### config.mk
export PLATFORM = sky130hd
export DESIGN_NAME = reg_file_param
export DESIGN_NICKNAME = d
export VERILOG_FILES = /design/src/rtl/reg_file_param.sv
export SDC_FILE = /design/constraint.sdc
export NUM_CORES = 1
export LEC_CHECK = 0
export CORE_MARGIN = 2
export CORE_UTILIZATION = 50
export DETAILED_ROUTE_END_ITERATION = 8
export HOLD_SLACK_MARGIN = 0.03
export PLACE_DENSITY = 0.68
export REMOVE_ABC_BUFFERS = 1
export SLEW_MARGIN = 20
export SYNTH_ARGS = -nofsm -noshare
export SYNTH_HDL_FRONTEND = slang
export SYNTH_SLANG_ARGS = --single-unit
export TNS_END_PERCENT = 20
### constraint.sdc
create_clock -name clk -period 3.1 [get_ports clk]
set_clock_uncertainty 0.05 [all_clocks]
set_input_delay 0.62 -clock clk [delete_from_list [all_inputs] [get_ports clk]]
set_output_delay 0.62 -clock clk [all_outputs]
set_load 0.03 [all_outputs]
### src/rtl/reg_file_param.sv
// reg_file_param: parametrised 2R1W register file with write bypass, optional zero reg and a sequential clear engine
module reg_file_param #(
  parameter int DATA_W = 16,
  parameter int ADDR_W = 4,
  parameter int ZERO_REG = 0
) (
  input  logic              clk,
  input  logic              rst,
  input  logic              en,
  input  logic              rd_en,
  input  logic              wr_en,
  input  logic              clr_req,
  input  logic [ADDR_W-1:0] aa,
  input  logic [ADDR_W-1:0] ba,
  input  logic [ADDR_W-1:0] da,
  input  logic [DATA_W-1:0] d,
  output logic [DATA_W-1:0] a,
  output logic [DATA_W-1:0] b,
  output logic              rd_valid,
  output logic              busy
);
  localparam int DEPTH = 2**ADDR_W;
  typedef enum logic {CLEAR, READY} state_t;
  state_t state;
  logic [ADDR_W-1:0] clr_ptr;
  logic [DATA_W-1:0] mem [DEPTH];
  logic go, wr_ok;
  logic [DATA_W-1:0] ra, rb;
  assign go = state == READY && en;
  assign wr_ok = go && wr_en && !clr_req && !(ZERO_REG != 0 && da == '0);
  // bypass follows the raw write request, so a read alongside clr_req still sees d
  assign ra = (ZERO_REG != 0 && aa == '0) ? '0 : (wr_en && da == aa) ? d : mem[aa];
  assign rb = (ZERO_REG != 0 && ba == '0) ? '0 : (wr_en && da == ba) ? d : mem[ba];
  assign busy = state == CLEAR;
  always_ff @(posedge clk or posedge rst)
    if (rst) begin
      state <= CLEAR;
      clr_ptr <= '0;
      a <= '0;
      b <= '0;
      rd_valid <= 1'b0;
    end else if (state == CLEAR) begin
      clr_ptr <= clr_ptr + 1'b1;
      rd_valid <= 1'b0;
      if (&clr_ptr) state <= READY;
    end else begin
      rd_valid <= en && rd_en;
      if (en && rd_en) begin
        a <= ra;
        b <= rb;
      end
      if (clr_req) begin
        state <= CLEAR;
        clr_ptr <= '0;
      end
    end
  always_ff @(posedge clk)
    if (state == CLEAR) mem[clr_ptr] <= '0;
    else if (wr_ok) mem[da] <= d;
endmodule

After elaboration in Yosys (flattened, before gate mapping)
Memory sizes are Yosys's and may differ from the RTL's.
Index checks and enable logic that the tools add are counted.
Storage, ports and cells
  register bits after elaboration: 38
  RAM bits: 256
  input bits: 34
  output and inout bits: 34
  memories kept: 1
Memory list
  mem: depth 16, bits a word 16, rd ports 2, clocked after Yosys merged registers in 0, wr ports 1, line 26  | logic [DATA_W-1:0] mem [DEPTH];
Cells by class
  $add $sub $neg: 1
  equal/unequal tests: 3
  mux-type cells: 15
  bitwise gates (word level): 1
  reduce and logical (&&, ||, !) cells: 10
Operators by type and width (count)
  $mux 16: 3
  $reduce_or 16->1: 1
  $mux 4: 3
  $mux 1: 9
  $eq 4x4->1: 2
  $logic_and 1x1->1: 6
  $add 4x1->4 const B: 1
  $reduce_and 4->1: 1
  $ne 2x2->1 const B: 1
  $reduce_and 2->1: 1
  $logic_not 1->1: 1
  $not 1->1: 1

Longest topological paths before layout
  depth after elaboration: 8
  depth in mapped cells: 7
  depth with buffers taken out: 5

Worst setup path after synthesis
Ideal clock, no wire load.
  path type: input -> register
  start: input port clr_req
  end: memory mem[13][0] (enable)
  setup time: 0.388 ns
  arrival: 2.140 ns
  data required time: 2.662 ns
  path slack: 0.522 ns
  stages: 5
  cell sequence: and4b_1 buf_2 clkbuf_1 a31oi_1 nor2_1
Between the ends
  word-level cells in the longest chain between the ends: 7
RTL lines
  start: declaration: line 12  | input logic clr_req,
  $logic_not 1->1 (*): line 30  | assign wr_ok = go && wr_en && !clr_req && !(ZERO_REG != 0 && da == '0);
  $logic_and 1x1->1 (*): line 30
  $mux 1 (*): line 59  | else if (wr_ok) mem[da] <= d;
  $mux 1 (*): line 58  | if (state == CLEAR) mem[clr_ptr] <= '0;
  $mux 1 (not written as such) (*): line 59
  $reduce_or 16->1 (no source line)
  $mux 4 (no source line) / $mux 1 (equally long branches)
  end: declaration: line 26
Every way passes the cells marked *; elsewhere a longest branch is shown, timed or not.

Worst setup path in the final report
  start: register state
  end: output port busy
Between the ends
  word-level cells in the longest chain between the ends: 1
RTL lines
  start: declaration: line 24  | state_t state;
  start signal: assignment: line 37  | state <= CLEAR;
  start signal: assignment: line 45  | if (&clr_ptr) state <= READY;
  start signal: assignment: line 53  | state <= CLEAR;
  $not 1->1
  end: declaration: line 20  | output logic busy
Every way passes these cells.

==> run_results.csv <==
group,metric,value,unit
global_routing,grt_usage,27.7,%
synthesis,ys_async_sr_fraction,12.9,%
synthesis,synth_top_family_by_area,"multiplexers",
clocking,worstSkewPairLatency,0.56,ns
finish,final_area,16500,sq um
critical_path,r2r_start,"state",
power_and_ir_drop,p_comb_share,25.5,%
critical_path,r2r_end,"mem[7][4]",
flow_run,drv_cap,0,
power_and_ir_drop,p_per_area,795,nW/um^2
finish,num_antenna_cells,0,
critical_path,cp.arrival,2.01,ns
status,outcome,"finished, final reports clean",
critical_path,worstPathMaxFanout,10,
synthesis,synth-seq-cells,294,
floorplanning,die_area,29400,sq um
placement,place_area,15400,sq um
clocking,post_cts_buffers,0,
timing,hold_violations,0,
power_and_ir_drop,power_frac_seq,44.5,%
timing,rsz0062_at_grt,"false",
timing,max_clock_freq,373,MHz
clocking,numCtsBuffers,30,
finish,drive_above_1_share,27.0,%
critical_path,reg2reg_depth,5,
critical_path,start_kind,"flop",
timing,finalSetupViolations,0,
timing,setup_ws,0.416,ns
clocking,cts_max_path_buffers,3,
synthesis,syn_inst,818,
synthesis,yosysTopAreaCell,"edfxtp_1",
placement,hpwlAfterDp,26100,um
drt,met2WireLength,19300,um
drt,drt-met1-wl,15500,um
floorplanning,die-width,172,um
drt,antenna_left,0,
placement,globalplace.congestion,0.932,
synthesis,synthSimpleGateAreaFrac,5.61,%
finish,syn2layout_area_growth,17.3,%
global_routing,antenna_found_initial,0,
finish,nets,946,
floorplanning,start_util,50.6,%
floorplanning,core,27700,sq um
clocking,htree_num_levels,1,
drt,wire_per_inst,30.1,um
drt,avgViaCountPerCell,6.50,
global_routing,grt_overflow,0,
floorplanning,rows,61,
synthesis,syn_area_per_cell,17.1,sq um
synthesis,yosysSeqAreaShare,61.6,%
timing,finalSetupTns,0,ns
timing,period_share,86.6,%
floorplanning,die_y,172,um
timing,max_slew_margin,40.9,%
floorplanning,io_pins,68,
critical_path,reg2reg_setup_slack,0.64,ns
drt,drt-initial-drc-count,857,
synthesis,synth.area.mux_share,21.6,%
synthesis,synth_compound_area_share,7.03,%
synthesis,ys.flop_type,"edfxtp_1",
synthesis,synth.most_common_cell,"edfxtp_1",
min_path,hp-class,"primary input to async pin",
clocking,cts-hold-fix-buffers,0,
clocking,cts_tree,"built",
synthesis,synth.top_cells.by_count,"edfxtp_1 (256), mux4_2 (106), nor2_1 (51)",
synthesis,synth.area.top_cells,"edfxtp_1 (55%), mux4_2 (17%), dfrtp_1 (6.8%), mux2i_1 (3.4%), a22o_1 (2.0%)",
power_and_ir_drop,p_int,9190,uW
power_and_ir_drop,pwr-share-clk,30.0,%
placement,io_buffers,67,
critical_path,crit_required,2.43,ns
synthesis,yosysWarningCount,0,
drt,via_count,8535,
drt,dr_wl_met3,3670,um
clocking,cts_resized,0,
synthesis,synth-xor-area-share,0.553,%
power_and_ir_drop,power_switching,3890,uW
critical_path,end_kind,"primary output",
power_and_ir_drop,max-vdd-ir-drop,0.000616,V
synthesis,synth_cell_types,48,
power_and_ir_drop,p_leak,0.00563,uW
synthesis,synth_edf_count,256,
synthesis,netlist_area,14000,sq um
drt,firstDrtPassIters,5,
synthesis,synth_fa_ha_area_share,0.0892,%
drt,top_layer,"met4",
timing,hold_slack,0.483,ns
clocking,clkTransAtPathRegs,0.07,ns
global_routing,grt_pass1_vias,8864,
clocking,cts.sinks,294,
clocking,root_buffer,"clkbuf_16",
global_routing,grt_pass1_wl,58400,um
global_routing,grt_max_degree,44,
timing,slew_viol_final,0,
synthesis,synth_top_area_share,54.8,%
critical_path,setup.worst_path.class,"flop to primary output",
drt,totalWireLength,39500,um
power_and_ir_drop,sw_frac_of_total,29.8,%
placement,pre_cts_ws,0.161,ns
timing,period_needed,2.68,ns
timing,worst_pin_slew,0.886,ns
drt,drc,0,
==> power groups by stage <==
| stage | Sequential (uW) | Clock [uW] | Combinational [uW] |
|---|---|---|---|
| final | 5820 | 3920 | 3330 |
| after global routing | 5910 | 4110 | 3530 |
| after CTS | 5820 | 3960 | 3340 |
| after detailed placement | 5880 | 0 | 3320 |
| after global placement | 5810 | 0 | 3250 |
| after floorplan | 6060 | 0 | 1520 |
==> layer usage <==
| layer | track usage [%] | up-vias |
|---|---|---|
| met5 | 0 | - |
| met4 | 7.55 | 0 |
| met3 | 5.15 | 89 |
| met2 | 45.5 | 495 |
| met1 | 38.3 | 4420 |
| li1 | - | 3531 |
==> worst max path at each step <==
stage	startpoint	end	slack, ns	cells past startpoint
3_3_place_gp	clr_req	mem[0][0]	0.33	6
4_1_cts	state	busy	0.43	2
5_1_grt	state	busy	0.36	2
6_report	state	busy	0.42	2
3_5_place_dp	clr_req	mem[1][8]	0.16	6
2_1_floorplan	clr_req	mem[5][0]	0.42	4
==> kinds of logic after synthesis <==
logic type      count (synthesis)
xor+xnor                        8
compound gates                113
mux                           160
flops                         294
buf+inv                        85
fa+ha+maj                       1
simple gates                  157
==> cells in the final DEF (no fill, tap or decap), types with 4 or more instances in the layout <==
cell             Yosys  layout
buf_4                6      45
mux4_1               6       6
a22o_1              32      32
edfxtp_1           256     256
and2_1              19      19
clkbuf_16            0      31
nand2b_1            11      11
nor2_2               2      18
o32ai_1              6       6
bufinv_16            0       7
a2bb2oi_1           16      16
clkdlybuf4s50_1      0      62
inv_1               23      22
buf_12               2      14
nor2_1              51      35
nand3_1             18      18
xnor2_1              4       4
mux2i_1             48      48
dfrtp_1             38      38
clkinv_1             0       5
nand2_1             26      26
clkinv_2             0       6
o21ai_0              5       5
mux4_2             106     106
a221oi_2            12      12
o41ai_1             10      10
or2_1               16      16
a31oi_1             23      23
a221oi_1             4       4
==> registers in the layout (all words and copies together), names as in the netlist <==
name	flops
mem	256
a	16
b	16
clr_ptr	4
rd_valid	1
state	1
==> layout make-up <==
cell class	instances	area, sq um
Clock buffer	34	787
Clock inverter	22	295
Fill cell	2041	11200
Inverter	23	87.6
Multi-Input combinational cell	439	4930
Sequential cell	294	8640
Tap cell	378	473
Timing Repair Buffer	123	1250
==> worst max-delay path: stages, from the launching register on <==
cell             delay (ns)
dfrtp_1                0.51
inv_1                  0.24
clkdlybuf4s50_1        0.71
==> stage by stage <==
| step | util [%] | total power, uW | instances |
|---|---|---|---|
| detailed placement | 55.5 | 9200 | 1257 |
| global route | 59.4 | 13500 | 1313 |
| global placement | 55.5 | 9050 | 1257 |
| finish | 59.4 | 13100 | 1313 |
| floorplan | - | 7580 | 756 |
| CTS | 59.4 | 13100 | 1313 |
Note: power is estimated with default switching activity, not from simulation.
